===== config.mk =====
export PLATFORM = sky130hd
export DESIGN_NAME = hazard_probe
export DESIGN_NICKNAME = d
export VERILOG_FILES = /design/src/rtl/hazard_probe.sv
export SDC_FILE = /design/constraint.sdc
export NUM_CORES = 1
export LEC_CHECK = 0
export ABC_AREA = 1
export BUFFER_PORTS_ARGS = -buffer_cell sky130_fd_sc_hd__buf_2
export CAP_MARGIN = 20
export CORE_UTILIZATION = 60
export CTS_BUF_LIST = sky130_fd_sc_hd__clkbuf_4 sky130_fd_sc_hd__clkbuf_8
export DETAILED_ROUTE_END_ITERATION = 8
export HOLD_SLACK_MARGIN = 0.02
export PLACE_DENSITY_LB_ADDON = 0.2
export SYNTH_ARGS = -nofsm -noshare
export SYNTH_HDL_FRONTEND = slang
export SYNTH_SLANG_ARGS = --single-unit

===== constraint.sdc =====
create_clock -name Clk -period 6.15 [get_ports Clk]
set_input_delay 0.3075 -clock Clk [delete_from_list [all_inputs] [get_ports Clk]]
set_output_delay 0.3075 -clock Clk [all_outputs]
set_load 0.02 [all_outputs]

===== src/rtl/hazard_probe.sv =====
// Sprite hazard detector: one sweep reads NUM_PROBES map cells around the sprite feet and flags hazard colours.
// Latency: done pulses NUM_PROBES+ROM_LATENCY+1 cycles after the cycle that accepts start.
// Backpressure: none; start is accepted only in IDLE, and a start seen while busy is dropped rather than queued.
//
// Ports:
//   Clk, Reset             clock, synchronous active-high reset
//   start, x, y, height    sweep request and sprite geometry (latched when start is accepted)
//   haz_color0/1, haz_en   hazard colours and enables, sampled whenever a ROM return arrives
//   clear_dead             clears the sticky is_dead flag
//   rom_addr, rom_data     shared map-ROM read port (fixed ROM_LATENCY)
//   busy, done, hit_mask, is_dead   sweep status and results
module hazard_probe #(
    parameter int NUM_PROBES  = 3,
    parameter int PROBE_DX    = 8,
    parameter int PROBE_DY    = 4,
    parameter int SCALE_SHIFT = 2,
    parameter int MAP_COLS    = 160,
    parameter int ROM_LATENCY = 1,
    parameter int ADDR_W      = 17
) (
    input  logic                  Clk,
    input  logic                  Reset,
    input  logic                  start,
    input  logic [9:0]            x,
    input  logic [9:0]            y,
    input  logic [6:0]            height,
    input  logic [23:0]           haz_color0,
    input  logic [23:0]           haz_color1,
    input  logic [1:0]            haz_en,
    input  logic                  clear_dead,
    output logic [ADDR_W-1:0]     rom_addr,
    input  logic [23:0]           rom_data,
    output logic                  busy,
    output logic                  done,
    output logic [NUM_PROBES-1:0] hit_mask,
    output logic                  is_dead
);

    // NUM_PROBES <= 15 and ROM_LATENCY <= 4 bound these widths.
    localparam int IDX_W = 4;
    localparam int CNT_W = 2;

    typedef enum logic [1:0] {S_IDLE, S_ISSUE, S_DRAIN, S_DONE} state_t;

    state_t                              state_q, state_d;
    logic [IDX_W-1:0]                    idx_q, idx_d;
    logic [CNT_W-1:0]                    cnt_q, cnt_d;
    logic [9:0]                          x_q, x_d;
    logic [9:0]                          y_q, y_d;
    logic [5:0]                          hh_q, hh_d;        // height >> 1, the only part of height used
    logic [NUM_PROBES-1:0]               acc_q, acc_d;
    logic [NUM_PROBES-1:0]               hit_mask_q, hit_mask_d;
    logic                                is_dead_q, is_dead_d;
    logic                                done_q, done_d;
    logic [ROM_LATENCY-1:0]              pv_q, pv_d;        // return-tracking valid bits
    logic [ROM_LATENCY-1:0][IDX_W-1:0]   pi_q, pi_d;        // return-tracking probe indices

    // Probe geometry for the probe currently being issued.
    logic [10:0]        yb_sum;
    logic [8:0]         yb;
    logic [4:0]         k;
    logic [11:0]        off;
    logic signed [11:0] px_s, py_s;
    logic [9:0]         px_c;
    logic [8:0]         py_c;

    always_comb begin
        yb_sum = {1'b0, y_q} + {5'b0, hh_q};
        yb     = (yb_sum > 11'd479) ? 9'd479 : yb_sum[8:0];
        // Probes fan out alternately left (odd) and right (even) at growing distance k.
        k      = ({1'b0, idx_q} + 5'd1) >> 1;
        off    = 12'(k * PROBE_DX);
        if (idx_q == '0) begin
            px_s = $signed({2'b00, x_q});
            py_s = $signed({3'b000, yb});
        end else begin
            px_s = idx_q[0] ? ($signed({2'b00, x_q}) - $signed(off))
                            : ($signed({2'b00, x_q}) + $signed(off));
            py_s = $signed({3'b000, yb}) - $signed(12'(PROBE_DY));
        end
        // Saturate to the visible playfield; negative results must not wrap.
        if (px_s < 12'sd0)        px_c = '0;
        else if (px_s > 12'sd639) px_c = 10'd639;
        else                      px_c = px_s[9:0];
        if (py_s < 12'sd0)        py_c = '0;
        else if (py_s > 12'sd479) py_c = 9'd479;
        else                      py_c = py_s[8:0];
    end

    assign rom_addr = (state_q == S_ISSUE)
                    ? ADDR_W'(px_c >> SCALE_SHIFT) + ADDR_W'(py_c >> SCALE_SHIFT) * ADDR_W'(MAP_COLS)
                    : '0;

    logic ret_hit;
    assign ret_hit = pv_q[ROM_LATENCY-1] &&
                     ((haz_en[0] && (rom_data == haz_color0)) ||
                      (haz_en[1] && (rom_data == haz_color1)));

    always_comb begin
        state_d    = state_q;
        idx_d      = idx_q;
        cnt_d      = cnt_q;
        x_d        = x_q;
        y_d        = y_q;
        hh_d       = hh_q;
        hit_mask_d = hit_mask_q;
        done_d     = 1'b0;
        acc_d      = acc_q;
        pv_d       = '0;
        pi_d       = '0;
        is_dead_d  = is_dead_q & ~clear_dead;

        for (int i = 0; i < NUM_PROBES; i++) begin
            if (ret_hit && (pi_q[ROM_LATENCY-1] == IDX_W'(i))) acc_d[i] = 1'b1;
        end

        pv_d[0] = (state_q == S_ISSUE);
        pi_d[0] = idx_q;
        for (int j = 1; j < ROM_LATENCY; j++) begin
            pv_d[j] = pv_q[j-1];
            pi_d[j] = pi_q[j-1];
        end

        case (state_q)
            S_IDLE: begin
                if (start) begin
                    x_d     = x;
                    y_d     = y;
                    hh_d    = height[6:1];
                    idx_d   = '0;
                    acc_d   = '0;
                    state_d = S_ISSUE;
                end
            end
            S_ISSUE: begin
                if (idx_q == IDX_W'(NUM_PROBES - 1)) begin
                    cnt_d   = '0;
                    state_d = S_DRAIN;
                end else begin
                    idx_d = idx_q + 4'd1;
                end
            end
            S_DRAIN: begin
                if (cnt_q == CNT_W'(ROM_LATENCY - 1)) begin
                    // The last return lands this cycle, so publish acc_d rather than acc_q.
                    state_d    = S_DONE;
                    done_d     = 1'b1;
                    hit_mask_d = acc_d;
                    if (|acc_d) is_dead_d = 1'b1;
                end else begin
                    cnt_d = cnt_q + 2'd1;
                end
            end
            S_DONE: begin
                state_d = S_IDLE;
                // A clear arriving in the done cycle must not undo this sweep's hit.
                if (|hit_mask_q) is_dead_d = 1'b1;
            end
            default: state_d = S_IDLE;
        endcase
    end

    always_ff @(posedge Clk) begin
        if (Reset) begin
            state_q    <= S_IDLE;
            idx_q      <= '0;
            cnt_q      <= '0;
            x_q        <= '0;
            y_q        <= '0;
            hh_q       <= '0;
            acc_q      <= '0;
            hit_mask_q <= '0;
            is_dead_q  <= 1'b0;
            done_q     <= 1'b0;
            pv_q       <= '0;
            pi_q       <= '0;
        end else begin
            state_q    <= state_d;
            idx_q      <= idx_d;
            cnt_q      <= cnt_d;
            x_q        <= x_d;
            y_q        <= y_d;
            hh_q       <= hh_d;
            acc_q      <= acc_d;
            hit_mask_q <= hit_mask_d;
            is_dead_q  <= is_dead_d;
            done_q     <= done_d;
            pv_q       <= pv_d;
            pi_q       <= pi_d;
        end
    end

    assign busy     = (state_q != S_IDLE);
    assign done     = done_q;
    assign hit_mask = hit_mask_q;
    assign is_dead  = is_dead_q;

endmodule


== After elaboration in Yosys (flattened, before gate mapping) ==
Cells that the tools add are included.

* Register bits after elaboration: 47
* Output and inout port bits: 23
* Word-level logic and storage cells: 93

* $add $sub $neg: 8
* Multiply operators: 1
* Magnitude comparators: 5
* Equality and inequality tests: 13
* Multiplexer cells: 29
* Bitwise gates (word level): 3
* Reduce and logical (&&, ||, !) cells: 22

{| class="wikitable"
|+ Operator list
! cell !! count
|-
| $eq A24 B24 Y1 || 2
|-
| $mux W12 || 3
|-
| $mux W9 || 3
|-
| $lt A12 B1 Y1 const B || 2
|-
| $mux W10 || 2
|-
| $add A8 B15 Y16 || 1
|-
| $mux W16 || 1
|-
| $gt A12 B10 Y1 const B || 1
|-
| $gt A12 B11 Y1 const B || 1
|-
| $add A10 B6 Y11 || 1
|-
| $add A10 B7 Y11 || 1
|-
| $gt A11 B9 Y1 const B || 1
|-
| $sub A10 B7 Y11 || 1
|-
| $mul A7 B3 Y10 const B || 1
|-
| $mux W2 || 5
|-
| $sub A9 B3 Y10 const B || 1
|-
| $reduce_and A3 Y1 || 3
|-
| $eq A4 B2 Y1 const B || 2
|-
| $logic_not A4 Y1 || 2
|-
| $mux W4 || 2
|-
| $ne A2 B2 Y1 const B || 4
|-
| $pmux W2 S4 || 1
|-
| $pmux W4 S2 || 1
|-
| $mux W1 || 7
|-
| 19 further kinds || 32
|}

== Longest topological paths before layout ==
Gate-level depths: netlist of run 1.

* Depth in word-level cells: 11
* Depth in mapped cells: 32
* Gate-level depth less buffers: 32

== Worst setup path before layout of run 1 ==
OpenSTA, ideal clock, no wires.

* Path type: flip-flop to output port
* Start point: register y_q[0]
* End point: output port rom_addr[14]
* Data arrival time: 4.076 ns
* Required time: 5.843 ns
* Slack: 1.766 ns
* Stages on the path, launching flop included: 31
* Path buffers: 0
* Cell sequence: dfxtp_1 -> ha_1 -> inv_1 -> fa_1 -> inv_1 -> nand3_1 -> nand3_1 -> nand2_1 -> nand2_1 -> nand2_2 -> nand2_4 -> nand3_4 -> nand2_4 -> nor2_1 -> nor3_1 -> nand3b_1 -> xnor2_1 -> nor2_1 -> ha_1 -> ha_1 -> a21oi_1 -> inv_1 -> a31oi_1 -> or2_2 -> nand2_1 -> a21oi_1 -> xor2_2 -> nand2_1 -> nor2_1 -> nand3b_1 -> nand2_1

* Word-level cells in the longest chain between the ends: 11
* Elaborated cells on any way between the ends: 12

{| class="wikitable"
|+ Ends and longest elaborated chain
! what !! line !! text
|-
| from (decl) || 49 || <nowiki>logic [9:0] y_q, y_d;</nowiki>
|-
| from (signal assigned) || 182 || <nowiki>y_q <= y_d;</nowiki>
|-
| $add A10 B6 Y11 * || 68 || <nowiki>yb_sum = {1'b0, y_q} + {5'b0, hh_q};</nowiki>
|-
| $gt A11 B9 Y1 || 69 || <nowiki>yb = (yb_sum > 11'd479) ? 9'd479 : yb_sum[8:0];</nowiki>
|-
| $mux W9 * || 69 ||
|-
| $sub A9 B3 Y10 || 79 || <nowiki>py_s = $signed({3'b000, yb}) - $signed(12'(PROBE_DY));</nowiki>
|-
| $mux W12 * || 73 || <nowiki>if (idx_q == '0) begin</nowiki>
|-
| $gt A12 B10 Y1 || 86 || <nowiki>else if (py_s > 12'sd479) py_c = 9'd479;</nowiki>
|-
| $mux W9 || 86 ||
|-
| $mux W9 * || 85 || <nowiki>if (py_s < 12'sd0) py_c = '0;</nowiki>
|-
| $mul A7 B3 Y10 * || 91 || <nowiki>? ADDR_W'(px_c >> SCALE_SHIFT) + ADDR_W'(py_c >> SCALE_SHIFT) * ADDR_W'(MAP_COLS)</nowiki>
|-
| $add A8 B15 Y16 * || 91 ||
|-
| $mux W16 * || 91 ||
|-
| to (decl) || 31 || <nowiki>output logic [ADDR_W-1:0] rom_addr,</nowiki>
|}

Every way passes the cells marked *; elsewhere a longest branch is shown, timed or not.

== Worst setup path after layout of run 1 ==
Ends and elaborated chain as after synthesis.

==> metrics.yaml, run 1 <==
cts:
  clk_pin_slew_ns: 0.10
  cts.repair.resized: 0
  cts.sinks: 45
  cts_root_buffer: "clkbuf_8"
  ctsHoldBuffers: 0
  clk_latency_ns: 0.31
  post_cts_buffers: 0
  cts_buffers: 5
  cts_tree: "yes"
  htree_levels: 2
  clock_path_buffers: 2
final_layout:
  syn2layout_area_growth_pct: 16.5
  final_nets: 1036
  fin_area_um2: 5520
  nFillCells: 661
  final_util_pct: 71.8
  diodes: 0
  drive_above_1_share_pct: 20.3
logic_synthesis:
  syn_avg_cell_area_um2: 6.11
  synthXorXnorAreaFrac_pct: 5.71
  yosys_warnings: 0
  ys_ff_latch: 45
  synth_edf_count: 0
  synth-simple-area-share_pct: 41.5
  yosys.area.top_type: "dfxtp_1"
  seq_area_frac_synth_pct: 19.0
  synth-main-ff-cell: "dfxtp_1"
  synth_area_leaders: "dfxtp_1 19%, nand2_1 12%, inv_1 10%"
  netlist_area_um2: 4740
  ys_async_sr_fraction_pct: 0
  synth_mux_area_share_pct: 0
  synth_top_family_by_area: "simple AND/OR/NAND/NOR gates"
  synth.distinct_cells: 43
  syn_inst: 775
  synth_fa_ha_area_share_pct: 10.4
  synth-compound-area-share_pct: 11.2
  yosys.area.top_type_share_pct: 19.0
drt:
  vias: 5257
  wl_per_cell_um: 13.2
  drt_iter0_markers: 237
  vias_per_cell: 5.27
  postRouteAntennaNets: 0
  drc: 0
  first_pass_iters: 5
  finalWirelength_um: 13200
power:
  power_leakage_nw: 3.04
  p_int_mw: 1.03
  cellPowerDensity_nw_per_um2: 417
  clkPwrFrac_pct: 8.3
  switching_share_pct: 55.1
  ir_worst_vdd_uv: 257
  power.share.combinational_pct: 73.2
  power_frac_seq_pct: 18.5
  p_sw_mw: 1.27
sta:
  rsz0062_at_grt: "false"
  relSlewSlack_pct: 54.3
  fmax_mhz: 187
  layout_min_cycle_time_ns: 5.36
  final_max_slew_viol_count: 0
  setup_violations: 0
  tightestPinTransition_ns: 0.685
  setup_tns_ns: 0
  final_hold_viol_count: 0
  skew_ns: 0.00782
  period_share_pct: 87.2
place:
  gp_congestion: 0.953
  dpl.hpwl_um: 11100
  place_area_um2: 5430
  io_buffers: 122
setup_path:
  cp-start-kind: "flip-flop"
  crit_arrival_ns: 5.05
  crit_top_cell: "nand2_1"
  cp_slowest_cell: "fa_1"
  required_ns: 5.84
  path_class: "reg2out"
  cp_max_fo: 5
  critPathCaptureType: "output port"
  slowest_delay_ns: 0.42
die:
  fp.dieArea_um2: 8250
  ios: 128
  core_um2: 7690
  row_count: 32
  fp.dieW_um: 90.9
  fp.dieH_um: 90.9
  start_util_pct: 61.6
flow_run:
  maxCapViolations: 0
grt:
  grt-ovfl-total: 0
  grt_max_degree: 36
  grt_pass1_wl_um: 22200
  antenna_found_initial: 0
  grt_pass1_vias: 5037
  track_usage_pct: 33.0
status:
  run_status: "completed"
hold_path:
  hp-class: "in2reg"
[registers in the layout, indices dropped and copies added (netlist names)]
name      count
acc_q         3
hh_q          6
pi_q          4
hit_mask      3
x_q           8
pv_q          1
cnt_q         2
state_q       2
y_q          10
idx_q         4
is_dead       1
done          1
[final timing paths]
kind	startpoint	endpoint	slack [ns]	cells after the start
max	y_q[0]	rom_addr[14]	0.79	31
min	x[2]	x_q[2]	0.24	3
max reg2reg	idx_q[0]	idx_q[0]	3.90	8
min reg2reg	acc_q[2]	acc_q[2]	0.46	2
[final cells by class]
class	count	area, um^2	area share [%]
clock buffers	5	68.8	1.25
clock inverters	3	21.3	0.386
inverters	136	513	9.30
multi-input cells	583	3270	59.2
flip-flops and latches	45	901	16.3
well taps	102	128	2.31
repair buffers	123	618	11.2
[cells in the final DEF (no fill, tap or decap), types with 3 or more instances in the layout]
cell type    n
nand3_4      4
nor4_1       7
or2_2       13
nand4_1     25
or2_1        3
xor2_1      18
nand2_1    152
nor3b_1      6
buf_2      122
nor3_1      18
xnor2_1     11
nand3_1     33
o21ai_0     46
nor2_1     123
fa_1         4
nand3b_1     6
clkbuf_8     5
clkinv_1     3
o21ai_1      3
nor2_2       4
a21oi_1     35
inv_2        3
nand2_2     13
ha_1        33
dfxtp_1     45
nand3_2      3
a211oi_1     4
inv_1      129
[cell usage after synthesis (2+ instances only)]
cell type and number:
a211oi_1 4, a21oi_1 35, a31oi_1 2, buf_4 4, clkbuf_1 8, clkinv_1 3
dfxtp_1 45, fa_1 4, ha_1 33, inv_1 129, inv_2 3, nand2_1 152
nand2_2 13, nand2_4 2, nand3_1 33, nand3_2 3, nand3_4 4, nand3b_1 6
nand4_1 25, nor2_1 123, nor2_2 4, nor2_4 2, nor3_1 18, nor3b_1 6
nor4_1 7, o21ai_0 46, o21ai_1 3, or2_1 3, or2_2 13, or4_1 2
xnor2_1 11, xor2_1 18
[metal layers]
metal,wire [um],part of all wire (%),track usage [%]
met1,5380,41,38.4
met2,6580,50,61.5
met3,946,7.2,4.88
met4,291,2.2,10.2
met5,0,0,0
[metrics by stage]
stage | setup WS [ns] | cells | hold WS (ns) | power (mW)
3_3_place_gp | 1.32 | 989 | 0.444 | 2.02
2_1_floorplan | 1.77 | 776 | 0.390 | 1.71
6_report | 0.788 | 997 | 0.239 | 2.30
3_5_place_dp | 1.16 | 989 | 0.448 | 2.09
5_1_grt | 0.250 | 997 | 0.250 | 2.55
4_1_cts | 0.779 | 997 | 0.245 | 2.29
[critical path: cells and delay by family (launching register included)]
kind / cells / cell delay (ns)
AND/OR/NAND/NOR: 18 / 1.87
adder cells (fa/ha/maj): 4 / 1.23
AO/OA/AOI/OAI: 3 / 0.55
buffers and inverters: 4 / 0.40
XOR/XNOR: 2 / 0.35
flip-flops: 1 / 0.34
[power by group through the flow]
stage	clock network [mW]	logic [mW]	registers (mW)
4_1_cts	0.191	1.68	0.424
2_1_floorplan	0	1.29	0.423
3_5_place_dp	0	1.66	0.430
5_1_grt	0.205	1.91	0.433
6_report	0.190	1.68	0.425
3_3_place_gp	0	1.60	0.425
[kinds of logic after synthesis]
| group | after synthesis |
|---|---|
| and+or+nand+nor | 417 |
| DFF | 45 |
| xor gates and xnor gates | 30 |
| adders and majority gates | 37 |
| buffers and inverters | 148 |
| other | 1 |
| AOI/OAI and AO/OA | 97 |
Power figures use the tool's default switching activity.
==> inputs of run 2 (changes only) <==
--- a/config.mk
+++ b/config.mk
@@ -8,7 +8,9 @@
 export ABC_AREA = 1
 export BUFFER_PORTS_ARGS = -buffer_cell sky130_fd_sc_hd__buf_2
 export CAP_MARGIN = 20
-export CORE_UTILIZATION = 60
+export CELL_PAD_IN_SITES_DETAIL_PLACEMENT = 1
+export CELL_PAD_IN_SITES_GLOBAL_PLACEMENT = 1
+export CORE_UTILIZATION = 34
 export CTS_BUF_LIST = sky130_fd_sc_hd__clkbuf_4 sky130_fd_sc_hd__clkbuf_8
 export DETAILED_ROUTE_END_ITERATION = 8
 export HOLD_SLACK_MARGIN = 0.02
==> constraint.sdc (replaced) <==
create_clock -name Clk -period 4.6 [get_ports Clk]
set_input_delay 0.23 -clock Clk [delete_from_list [all_inputs] [get_ports Clk]]
set_output_delay 0.23 -clock Clk [all_outputs]
set_load 0.02 [all_outputs]
==> run 2 against run 1 <==
The run now ends with negative setup slack left; flip-flop and latch count did not move; clock skew is 0.0032 ns higher; combinational power increased by 69%; worst setup slack got worse by 0.83 ns; hold slack worse by 0.088 ns; power up 63%; critical endpoint is now rom_addr[13]; die area increased by 75%; sequential power up 35%; register-to-register slack got worse by 1.4 ns; utilization is 27 points lower; design area grew 9.9%; critical path depth unchanged.
==> metrics.yaml, run 2 (synthesized netlist as in run 1, its figures left out) <==
status:
  run_status: "finished with violations"
  violations: "negative setup slack"
final_layout:
  largest_reg_flops: 10
  final_util_pct: 45.2
  nFillCells: 1880
  final_nets: 1058
  syn2layout_area_growth_pct: 28.0
  drive_above_1_share_pct: 27.8
  layout_commonest_cell: "nand2_1"
  top_register: "y_q"
  reg_top3: "y_q x10, x_q x8, hh_q x6"
  layoutNonFillerInstCount: 1093
  diodes: 0
  final_cell_mix: "142 x nand2_1, 124 x inv_1, 121 x nor2_1"
sta:
  layout_min_cycle_time_ns: 4.64
  setup_violations: 2
  relSlewSlack_pct: 54.4
  tightestPinTransition_ns: 0.684
  skew_ns: 0.0110
  rsz0062_at_grt: "true"
  final_hold_viol_count: 0
  final_max_slew_viol_count: 0
  period_share_pct: 101
  finalWorstSetupSlack_ns: -0.0423
  fmax_mhz: 215
die:
  fp.dieArea_um2: 14400
  ios: 128
  fp.dieW_um: 120
  core_um2: 13400
  start_util_pct: 35.4
  row_count: 42
  fp.dieH_um: 120
setup_path:
  required_ns: 4.37
  path_class: "reg2out"
  crit_arrival_ns: 4.41
  cp-start-kind: "flip-flop"
  slowest_delay_ns: 0.36
  cp_max_fo: 3
  critPathCaptureType: "output port"
  crit_top_cell: "nand2_2"
  cp_slowest_cell: "dfxtp_2"
drt:
  postRouteAntennaNets: 0
  vias_per_cell: 4.94
  drt_iter0_markers: 149
  vias: 5403
  wl_per_cell_um: 14.3
  first_pass_iters: 4
  finalWirelength_um: 15700
  drc: 0
grt:
  grt_max_degree: 36
  antenna_found_initial: 0
  grt-ovfl-total: 0
  grt_pass1_vias: 5770
  track_usage_pct: 22.3
  grt_pass1_wl_um: 26100
power:
  power_mw: 3.74
  cellPowerDensity_nw_per_um2: 616
  power_leakage_nw: 3.19
  ir_worst_vdd_uv: 333
cts:
  cts_buffers: 5
  cts.sinks: 45
  ctsHoldBuffers: 0
  htree_levels: 2
  cts_tree: "yes"
  clk_latency_ns: 0.32
  clk_pin_slew_ns: 0.09
  clock_path_buffers: 2
  cts_root_buffer: "clkbuf_8"
place:
  io_buffers: 122
  dp.cells: 1073
  gp_congestion: 0.891
  dpl.hpwl_um: 13000
flow_run:
  maxCapViolations: 0
hold_path:
  hp-class: "in2reg"
==> run 2: worst paths after layout <==
| kind | start | end | slack [ns] | cells after the start |
|---|---|---|---|---|
| worst min-delay path | x[9] | x_q[9] | 0.15 | 3 |
| worst max-delay path | hh_q[0] | rom_addr[13] | -0.04 | 31 |
| worst min register to register | acc_q[1] | acc_q[1] | 0.47 | 2 |
| worst max register to register | state_q[1] | idx_q[0] | 2.51 | 7 |
==> run 2: stage by stage <==
| stage | setup TNS, ns | hold WS [ns] | setup WS, ns | area [um^2] |
|---|---|---|---|---|
| floorplan | 0 | 0.313 | 0.294 | 4740 |
| global placement | 0 | 0.444 | 0.0805 | 5590 |
| detailed placement | -0.200 | 0.462 | -0.101 | 5590 |
| CTS | -0.0612 | 0.129 | -0.0357 | 5910 |
| global route | -1.26 | 0.161 | -0.383 | 6060 |
| finish | -0.0547 | 0.152 | -0.0423 | 6060 |
==> run 2: worst max-delay path: cells and delay by family, from the launching register on <==
| kind | cells | cell delay [ns] |
|---|---|---|
| DFF | 1 | 0.36 |
| xor gates and xnor gates | 2 | 0.31 |
| AOI/OAI and AO/OA | 3 | 0.41 |
| and+or+nand+nor | 17 | 1.53 |
| buffers and inverters | 5 | 0.47 |
| adders and majority gates | 4 | 1.02 |
==> run 2: power breakdown <==
| part | switching (mW) | internal [mW] | leakage, nW |
|---|---|---|---|
| clock | 0.144 | 0.177 | 0.0574 |
| sequential | 0.0814 | 0.491 | 0.372 |
| combinational | 1.75 | 1.09 | 2.76 |
| total | 1.98 | 1.76 | 3.19 |
==> run 2: final cells by class <==
cell class / count / area [um^2] / share of cell area, %
Tap cell: 176 / 220 / 3.63
Multi-Input combinational cell: 583 / 3490 / 57.6
Sequential cell: 45 / 910 / 15.0
Clock buffer: 6 / 82.6 / 1.36
Timing Repair Buffer: 145 / 801 / 13.2
Inverter: 136 / 517 / 8.52
Clock inverter: 2 / 37.5 / 0.619
==> run 2: repair_timing <==
action	CTS	global route
gates resized for setup	36	33
setup endpoints to repair	8	8
buffers inserted	8	4
pin swaps	16	16
==> run 2: per-layer routing <==
layer / GRT usage (%) / up-vias / part of all wire (%)
met5: 0 / - / 0
met4: 6.41 / 0 / 1.8
met3: 3.37 / 23 / 3.8
met2: 41.5 / 104 / 51
met1: 26.0 / 2539 / 44
li1: - / 2737 / -
==> inputs of run 3 (changes only) <==
--- a/config.mk
+++ b/config.mk
@@ -15,6 +15,7 @@
 export DETAILED_ROUTE_END_ITERATION = 8
 export HOLD_SLACK_MARGIN = 0.02
 export PLACE_DENSITY_LB_ADDON = 0.2
+export RECOVER_POWER = 50
 export SYNTH_ARGS = -nofsm -noshare
 export SYNTH_HDL_FRONTEND = slang
 export SYNTH_SLANG_ARGS = --single-unit
==> run 3 against run 2 <==
The flow still finishes with violations (negative setup slack); sequential share of layout area is essentially flat; worst setup slack lost 0.0086 ns; clock-buffer cell count is the same; clock power is essentially flat; largest cell class unchanged.
==> metrics.yaml, run 3 (synthesized netlist as in run 1, its figures left out) <==
status:
  run_status: "finished with violations"
  violations: "negative setup slack"
die:
  fp.dieW_um: 120
  ios: 128
  core_um2: 13400
  fp.dieH_um: 120
  row_count: 42
  start_util_pct: 35.4
  fp.dieArea_um2: 14400
sta:
  final_hold_viol_count: 0
  period_share_pct: 101
  tightestPinTransition_ns: 1.43
  fmax_mhz: 215
  final_max_slew_viol_count: 0
  setup_violations: 2
  rsz0062_at_grt: "true"
  skew_ns: 0.0109
  relSlewSlack_pct: 4.38
  layout_min_cycle_time_ns: 4.65
  finalWorstSetupSlack_ns: -0.0510
drt:
  drt_iter0_markers: 173
  finalWirelength_um: 15700
  postRouteAntennaNets: 0
  wl_per_cell_um: 14.3
  drc: 0
  vias_per_cell: 4.93
  vias: 5393
  first_pass_iters: 4
setup_path:
  critPathCaptureType: "output port"
  reg2reg_to: "y_q[2]"
  required_ns: 4.37
  rr_worst_depth: 7
  crit_arrival_ns: 4.42
  reg2reg_from: "state_q[0]"
  worst-r2r-setup-slack_ns: 1.47
  crit_start: "hh_q[0]"
  cp-start-kind: "flip-flop"
  cp_max_fo: 3
  cp_slowest_cell: "dfxtp_2"
  crit_top_cell: "nand2_2"
  path_class: "reg2out"
  slowest_delay_ns: 0.36
grt:
  antenna_found_initial: 0
  grt-ovfl-total: 0
  grt_max_degree: 36
  grt_pass1_vias: 5770
  track_usage_pct: 22.3
  grt_pass1_wl_um: 26100
cts:
  clk_pin_slew_ns: 0.09
  clk_latency_ns: 0.32
  cts_buffers: 5
  cts.sinks: 45
  cts_tree: "yes"
  clock_path_buffers: 2
  ctsHoldBuffers: 0
  htree_levels: 2
  cts_root_buffer: "clkbuf_8"
hold_path:
  min_to: "x_q[9]"
  min-delay-start: "x[9]"
  min_path_cells: 3
  hp-class: "in2reg"
power:
  p_sw_mw: 1.98
  power.share.combinational_pct: 76.0
  p_int_mw: 1.75
  power_frac_seq_pct: 15.3
  clkPwrFrac_pct: 8.7
  switching_share_pct: 53.0
  ir_worst_vdd_uv: 333
  cellPowerDensity_nw_per_um2: 617
  power_leakage_nw: 3.15
place:
  place_ws_ns: -0.101
  dpl.hpwl_um: 13000
  io_buffers: 122
  place_area_um2: 5590
  gp_congestion: 0.891
final_layout:
  largest_reg_flops: 10
  fin_area_um2: 6040
  drive_above_1_share_pct: 26.6
  final_nets: 1058
  regArea_um2: 905
  multi_input_area_um2: 3490
  nFillCells: 1885
  reg_top3: "y_q x10, x_q x8, hh_q x6"
  final_cell_mix: "142 x nand2_1, 124 x inv_1, 121 x nor2_1"
  diodes: 0
  top_register: "y_q"
  syn2layout_area_growth_pct: 27.5
  layout_commonest_cell: "nand2_1"
flow_run:
  maxCapViolations: 0
-- run 3: cell types whose count changed in the layout (fill, tap and decap cells not counted), moves of 2 or more --
cell | before | now
buf_2 | 118 | 111
buf_4 | 25 | 23
clkbuf_1 | 0 | 9
dfxtp_1 | 40 | 42
-- run 3: worst max-delay path by stage --
stage | end | cells past startpoint
3_5_place_dp | rom_addr[14] | 31
6_report | rom_addr[13] | 31
5_1_grt | rom_addr[13] | 30
3_3_place_gp | rom_addr[14] | 31
4_1_cts | rom_addr[13] | 31
2_1_floorplan | rom_addr[14] | 30
-- run 3: area by class of cell --
type	count	area share (%)
Clock buffer	6	1.37
Multi-Input combinational cell	583	57.9
Sequential cell	45	15.0
Inverter	136	8.52
Clock inverter	2	0.622
Timing Repair Buffer	145	13.0
Tap cell	176	3.65
-- run 3: stage by stage --
| step | setup TNS, ns | hold WS [ns] | power (mW) | instances | utilization (%) |
|---|---|---|---|---|---|
| 2_1_floorplan | 0 | 0.313 | 2.29 | 776 | - |
| 3_3_place_gp | 0 | 0.444 | 2.86 | 1073 | 41.7 |
| 3_5_place_dp | -0.200 | 0.462 | 3.00 | 1073 | 41.7 |
| 4_1_cts | -0.0612 | 0.129 | 3.55 | 1089 | 44.1 |
| 5_1_grt | -1.73 | 0.161 | 4.10 | 1093 | 45.1 |
| 6_report | -0.0705 | 0.149 | 3.73 | 1093 | 45.1 |
-- run 3: power groups by stage --
stage	sequential [mW]	combinational, mW	clock [mW]
after floorplan	0.566	1.73	0
after global placement	0.569	2.30	0
after detailed placement	0.576	2.42	0
after CTS	0.575	2.63	0.337
after global routing	0.584	3.16	0.350
final	0.570	2.83	0.323
-- run 3: critical path: cells and delay by family (launching register included) --
kind,cells,cell delay [ns]
xor+xnor,2,0.31
compound gates,3,0.41
fa+ha+maj,4,1.02
simple gates,17,1.53
buf+inv,5,0.47
flops,1,0.36
-- run 3: routing by layer --
layer	vias up	global-route usage (%)	routed length [um]
li1	2738	-	-
met1	2524	26.0	6850
met2	109	41.5	7900
met3	22	3.37	620
met4	0	6.41	277
met5	-	0	0
-- run 3: repair_timing --
item | 4_1_cts | 5_1_grt
pin swaps | 16 | 16
gates resized for setup | 36 | 33
setup buffers | 8 | 4
endpoints found under the setup margin | 8 | 8
hold endpoints to repair | 0 | 0
cloned | 0 | 0
